### src/rtl/wb_axi_drain_ctrl.sv
// Drains write-buffer head lines onto the AXI write channel as INCR bursts and slots
// uncached single-word stores in behind them once the buffer is empty.
module wb_axi_drain_ctrl #(
    parameter int DATA_W     = 32,
    parameter int LINE_BEATS = 4
) (
    input  logic                         clk,
    input  logic                         rst,
    // write buffer head
    input  logic                         wb_valid_i,
    input  logic [31:0]                  wb_addr_i,
    input  logic [DATA_W*LINE_BEATS-1:0] wb_data_i,
    output logic                         wb_pop_o,
    output logic                         wb_busy_o,
    // uncached store
    input  logic                         unc_req_i,
    input  logic [31:0]                  unc_addr_i,
    input  logic [DATA_W-1:0]            unc_data_i,
    input  logic [DATA_W/8-1:0]          unc_strb_i,
    output logic                         unc_done_o,
    output logic                         bus_err_o,
    // AXI write address
    output logic [31:0]                  awaddr_o,
    output logic [7:0]                   awlen_o,
    output logic [2:0]                   awsize_o,
    output logic [1:0]                   awburst_o,
    output logic                         awvalid_o,
    input  logic                         awready_i,
    // AXI write data
    output logic [DATA_W-1:0]            wdata_o,
    output logic [DATA_W/8-1:0]          wstrb_o,
    output logic                         wlast_o,
    output logic                         wvalid_o,
    input  logic                         wready_i,
    // AXI write response
    input  logic [1:0]                   bresp_i,
    input  logic                         bvalid_i,
    output logic                         bready_o,
    // FSM state for observation: 0 IDLE, 1 ADDR, 2 DATA, 3 RESP
    output logic [1:0]                   dbg_state
);

    // Handshakes: a transfer happens on a rising clk edge where valid and ready are both high;
    // once a valid is raised its payload is held unchanged until that edge.

    localparam int LINE_W = DATA_W * LINE_BEATS;
    localparam int BEAT_W = (LINE_BEATS > 1) ? $clog2(LINE_BEATS) : 1;
    localparam int STRB_W = DATA_W / 8;
    localparam logic [BEAT_W-1:0] LAST_BEAT = BEAT_W'(LINE_BEATS - 1);

    typedef enum logic [1:0] {
        IDLE = 2'd0,
        ADDR = 2'd1,
        DATA = 2'd2,
        RESP = 2'd3
    } state_t;

    typedef enum logic {
        KIND_LINE = 1'b0,
        KIND_UNC  = 1'b1
    } kind_t;

    state_t              state, state_d;
    kind_t               kind, kind_d;
    logic [BEAT_W-1:0]   beat, beat_d, beat_nxt;
    logic [LINE_W-1:0]   line_q, line_d;
    logic [STRB_W-1:0]   strb_q, strb_d;

    logic [31:0]         awaddr_d;
    logic [7:0]          awlen_d;
    logic [2:0]          awsize_d;
    logic [1:0]          awburst_d;
    logic                awvalid_d;
    logic [DATA_W-1:0]   wdata_d;
    logic [STRB_W-1:0]   wstrb_d;
    logic                wlast_d, wvalid_d, bready_d;
    logic                wb_pop_d, wb_busy_d, unc_done_d, bus_err_d;

    assign dbg_state = state;

    always_ff @(posedge clk) begin
        if (!rst) begin
            state      <= IDLE;
            kind       <= KIND_LINE;
            beat       <= '0;
            line_q     <= '0;
            strb_q     <= '0;
            awaddr_o   <= '0;
            awlen_o    <= '0;
            awsize_o   <= '0;
            awburst_o  <= '0;
            awvalid_o  <= 1'b0;
            wdata_o    <= '0;
            wstrb_o    <= '0;
            wlast_o    <= 1'b0;
            wvalid_o   <= 1'b0;
            bready_o   <= 1'b0;
            wb_pop_o   <= 1'b0;
            wb_busy_o  <= 1'b0;
            unc_done_o <= 1'b0;
            bus_err_o  <= 1'b0;
        end else begin
            state      <= state_d;
            kind       <= kind_d;
            beat       <= beat_d;
            line_q     <= line_d;
            strb_q     <= strb_d;
            awaddr_o   <= awaddr_d;
            awlen_o    <= awlen_d;
            awsize_o   <= awsize_d;
            awburst_o  <= awburst_d;
            awvalid_o  <= awvalid_d;
            wdata_o    <= wdata_d;
            wstrb_o    <= wstrb_d;
            wlast_o    <= wlast_d;
            wvalid_o   <= wvalid_d;
            bready_o   <= bready_d;
            wb_pop_o   <= wb_pop_d;
            wb_busy_o  <= wb_busy_d;
            unc_done_o <= unc_done_d;
            bus_err_o  <= bus_err_d;
        end
    end

    always_comb begin
        state_d    = state;
        kind_d     = kind;
        beat_d     = beat;
        line_d     = line_q;
        strb_d     = strb_q;
        awaddr_d   = awaddr_o;
        awlen_d    = awlen_o;
        awsize_d   = awsize_o;
        awburst_d  = awburst_o;
        awvalid_d  = awvalid_o;
        wdata_d    = wdata_o;
        wstrb_d    = wstrb_o;
        wlast_d    = wlast_o;
        wvalid_d   = wvalid_o;
        bready_d   = bready_o;
        wb_pop_d   = 1'b0;
        wb_busy_d  = wb_busy_o;
        unc_done_d = 1'b0;
        bus_err_d  = 1'b0;
        beat_nxt   = beat + BEAT_W'(1);

        case (state)
            IDLE: begin
                wb_busy_d = 1'b0;
                if (wb_valid_i) begin
                    kind_d    = KIND_LINE;
                    line_d    = wb_data_i;
                    awaddr_d  = wb_addr_i;
                    awlen_d   = 8'(LINE_BEATS - 1);
                    awsize_d  = 3'b010;
                    awburst_d = 2'b01;
                    awvalid_d = 1'b1;
                    wb_busy_d = 1'b1;
                    state_d   = ADDR;
                end else if (unc_req_i && !unc_done_o) begin
                    // The requester still shows the finished store during the done pulse.
                    kind_d    = KIND_UNC;
                    line_d    = LINE_W'(unc_data_i);
                    strb_d    = unc_strb_i;
                    awaddr_d  = unc_addr_i;
                    awlen_d   = 8'd0;
                    awsize_d  = 3'b010;
                    awburst_d = 2'b01;
                    awvalid_d = 1'b1;
                    state_d   = ADDR;
                end
            end
            ADDR: begin
                if (awvalid_o && awready_i) begin
                    awvalid_d = 1'b0;
                    beat_d    = '0;
                    wvalid_d  = 1'b1;
                    wdata_d   = line_q[DATA_W-1:0];
                    wstrb_d   = (kind == KIND_LINE) ? {STRB_W{1'b1}} : strb_q;
                    wlast_d   = (kind == KIND_UNC) || (LINE_BEATS == 1);
                    state_d   = DATA;
                end
            end
            DATA: begin
                if (wvalid_o && wready_i) begin
                    if (wlast_o) begin
                        wvalid_d = 1'b0;
                        wlast_d  = 1'b0;
                        bready_d = 1'b1;
                        state_d  = RESP;
                    end else begin
                        beat_d  = beat_nxt;
                        wdata_d = DATA_W'(line_q >> (DATA_W * int'(beat_nxt)));
                        wlast_d = (beat_nxt == LAST_BEAT);
                    end
                end
            end
            RESP: begin
                if (bready_o && bvalid_i) begin
                    bready_d   = 1'b0;
                    wb_pop_d   = (kind == KIND_LINE);
                    unc_done_d = (kind == KIND_UNC);
                    bus_err_d  = (bresp_i != 2'b00);
                    state_d    = IDLE;
                end
            end
            default: state_d = IDLE;
        endcase
    end

endmodule

### config.mk
export PLATFORM = sky130hd
export DESIGN_NAME = wb_axi_drain_ctrl
export DESIGN_NICKNAME = d
export VERILOG_FILES = /design/src/rtl/wb_axi_drain_ctrl.sv
export SDC_FILE = /design/constraint.sdc
export NUM_CORES = 1
export LEC_CHECK = 0
export ABC_AREA = 1
export CAP_MARGIN = 0
export CORE_MARGIN = 5
export CORE_UTILIZATION = 49
export CTS_CLUSTER_SIZE = 14
export DETAILED_ROUTE_END_ITERATION = 16
export PLACE_DENSITY = 0.86
export SETUP_SLACK_MARGIN = 0.05
export SYNTH_ARGS = -nofsm -noshare
export SYNTH_HDL_FRONTEND = slang
export SYNTH_SLANG_ARGS = --single-unit
### constraint.sdc
create_clock -name clk -period 4.6 [get_ports clk]
set_input_delay 0.69 -clock clk [delete_from_list [all_inputs] [get_ports clk]]
set_output_delay 0.69 -clock clk [all_outputs]
set_load 0.01 [all_outputs]
==> impl_results.md <==
- Status: finished clean
- Bufs and invs on worst path: 3
- Final ANT Viol Nets: 0
- Share of the synthesized area in the top cell type: 45.38%
- Ys flop type: dfxtp_1
- Drt first pass iters: 5
- Core ar.: 18890 um^2
- Die ar.: roughly 22000 um^2
- Count leader, synth: nand2_1
- Die Wd: approximately 150 um
- Sequential element share of the synthesized area: a little under half
- HP Class: flip-flop to flip-flop
- Hold Buf Count CTS: 0
- Initial Util: 50.20%
- Layout Utilization: approximately 71%
- Vias in the first global route: around 9600
- Top post-synthesis cells by count: nand2_1, dfxtp_1, a21oi_1, nor2_1, nand3_1
- Post-CTS Setup Inserts: 0
- Distinct cells, synth: 23
- Buffers on Ports: around 320
- Top cells by area, synth: dfxtp_1, nand2_1, a21oi_1
- Crit Path Category: flip-flop to flip-flop
- Final HPWL DP: 20.12 mm
- Seq cells post-synth: between 200 and 250
- Mapped cell area: between 9000 and 10000 um^2
- P_leak: about 4.9 nW
- Syn avg cell area: 7.030 um^2
- Tcrit/Tclk final: 72.02%
- Pre-CTS setup slack: around 0.9 ns
- CTS clock-pin slew for the worst setup and hold paths: around 0.060 ns
- Max Fclk: ~0.3 GHz
- Fraction of layout cells with a size suffix above 1: 3.768%
- Biggest cell delay along the critical path: 0.89 ns
- Routed wire length: around 31 mm
- Crit-path cells: inv_1 > ha_1 > nand2_2 > inv_4 > nor2_8 > buf_4 > nand2_1 > a21oi_1
- Initial antenna violation count: 0
- Clock Latency Late Sink: roughly 0.50 ns
- RSZ-0062 raised after global routing: false
- Max VDD drop: 0.3526 mV
- DR vias: between 9000 and 10000
- Worst-Margin Slew: ~1.2 ns
- Critical path arrival: 3.74 ns
- Layout Skew: about 0.0086 ns
- Clock root buffer: clkbuf_16
- Slew HR: 22.53%
- Fin. max-slew vios: 0
- Crit path max-delay family: simple AND/OR/NAND/NOR gates
- CP required: approximately 5 ns
- Total Power: around 6.9 mW
- YS warnings: 0
- Iteration-0 DRC Markers: between 600 and 700
- Area Overhead vs Synth: 40.87%
- Final #Nets: about 1800
- Final setup fails: 0
- Worst setup EP type: flip-flop
- CTS Buffer Depth: 3
- Gr usage total: roughly 26%
- Vias per cell: between 5 and 6
- Crit start category: flip-flop
- H-tree levels: 1
- Routed length per instance: roughly 16 um
- CTS tree: done
- Sum Neg Setup Slack: 0 ns
- Fin. Hold Viols: 0
- CP max FO: 85
- # rows: 50
- # resized after CTS: 0
- Filler Cell Count: between 1500 and 2000
- First-pass GRT wire length: about 48 mm
- Ant. Diodes: 0
- Sink Count: between 200 and 250
- Pwr/cell area: ~500 nW/um^2
- Total of max-cap violations: 0
- Die height: between 100 and 150 um
- Asr flop ratio synth: 0%
- CTS Buf Count: 24
- Placer Congestion: around 0.85
- Post-Synthesis Cells: around 1300
- I/O pin count: about 330
- DRC violations left: 0
- Yosys top cell by area: dfxtp_1
- Grt total ovfl: 0
- Final Worst Setup Slack: about 1.3 ns
- Final min period: around 3.3 ns
- Post-synth EDFFs: 0
- Largest net degree at the start of global routing: 111
- Slowest stage cell, crit path: nor2_8
==> layout make-up <==
class,count,area (um^2),share of cell area [%]
clock buffers,39,758.2,5.675
inverters,23,93.84,0.7024
well taps,260,325.3,2.435
clock inverters,4,95.09,0.7117
multi-input cells,1009,4504,33.71
repair buffers,329,3278,24.54
flip-flops and latches,215,4305,32.23
==> through the flow <==
stage	cells	hold slack (ns)	cell area (um^2)
5_1_grt	1879	0.4369	13360
6_report	1879	0.4227	13360
3_3_place_gp	1836	0.4055	12510
4_1_cts	1879	0.4245	13360
3_5_place_dp	1836	0.4171	12510
2_1_floorplan	1357	0.3925	9514
==> final timing paths <==
check | slack [ns] | cells after the start | from | endpoint
worst max-delay path | 1.29 | 8 | dbg_state[0] | line_q[104]
worst min-delay path | 0.42 | 1 | kind | wb_pop_o
worst max register to register | 1.29 | 8 | dbg_state[0] | line_q[104]
worst min register to register | 0.42 | 1 | kind | wb_pop_o
==> power by group <==
group	leakage [nW]	switching [mW]	internal, mW
registers	1.76	0.219	2.21
logic	2.74	1.46	0.962
clock network	0.419	0.739	1.29
==> sequential cells by signal, summed over array words and instances, names as in the netlist <==
signal	cells
awburst_o	1
bus_err_o	1
dbg_state	2
wvalid_o	1
wlast_o	1
beat	2
kind	1
bready_o	1
unc_done_o	1
wb_pop_o	1
awvalid_o	1
wstrb_o	4
awaddr_o	32
line_q	128
wb_busy_o	1
awlen_o	1
wdata_o	32
strb_q	4
==> cell families after synthesis <==
| logic type | count (synthesis) | share of synthesized area, % |
|---|---|---|
| and+or+nand+nor | 707 | 29.25 |
| AOI/OAI and AO/OA | 280 | 16.31 |
| DFF | 215 | 45.38 |
| buffers and inverters | 133 | 7.493 |
| muxes | 7 | 0.7388 |
| adders and majority gates | 6 | 0.7915 |
| other | 1 | 0.03954 |
==> metal layers <==
layer | GRT usage (%) | vias up | wire length, um
li1 | - | 4878 | -
met1 | 31.35 | 4615 | 12180
met2 | 46.14 | 360 | 15450
met3 | 5.409 | 67 | 2272
met5 | 0 | - | 0
met4 | 8.604 | 0 | 825
==> layout by cell type, fill, tap and decap left out, types with 3 or more instances in the layout <==
cell type / count
ha_1: 5
a22oi_1: 57
o21ai_0: 16
mux2i_1: 7
conb_1: 9
clkbuf_8: 8
clkbuf_1: 6
nand2_2: 3
inv_2: 4
nand2_1: 529
bufinv_16: 3
dfxtp_1: 214
clkbuf_16: 25
nor2_1: 99
inv_1: 17
clkdlybuf4s50_1: 318
a21oi_1: 206
nand4_1: 3
buf_4: 10
nand3_1: 70
No activity file was read; power rests on OpenSTA's default activity.
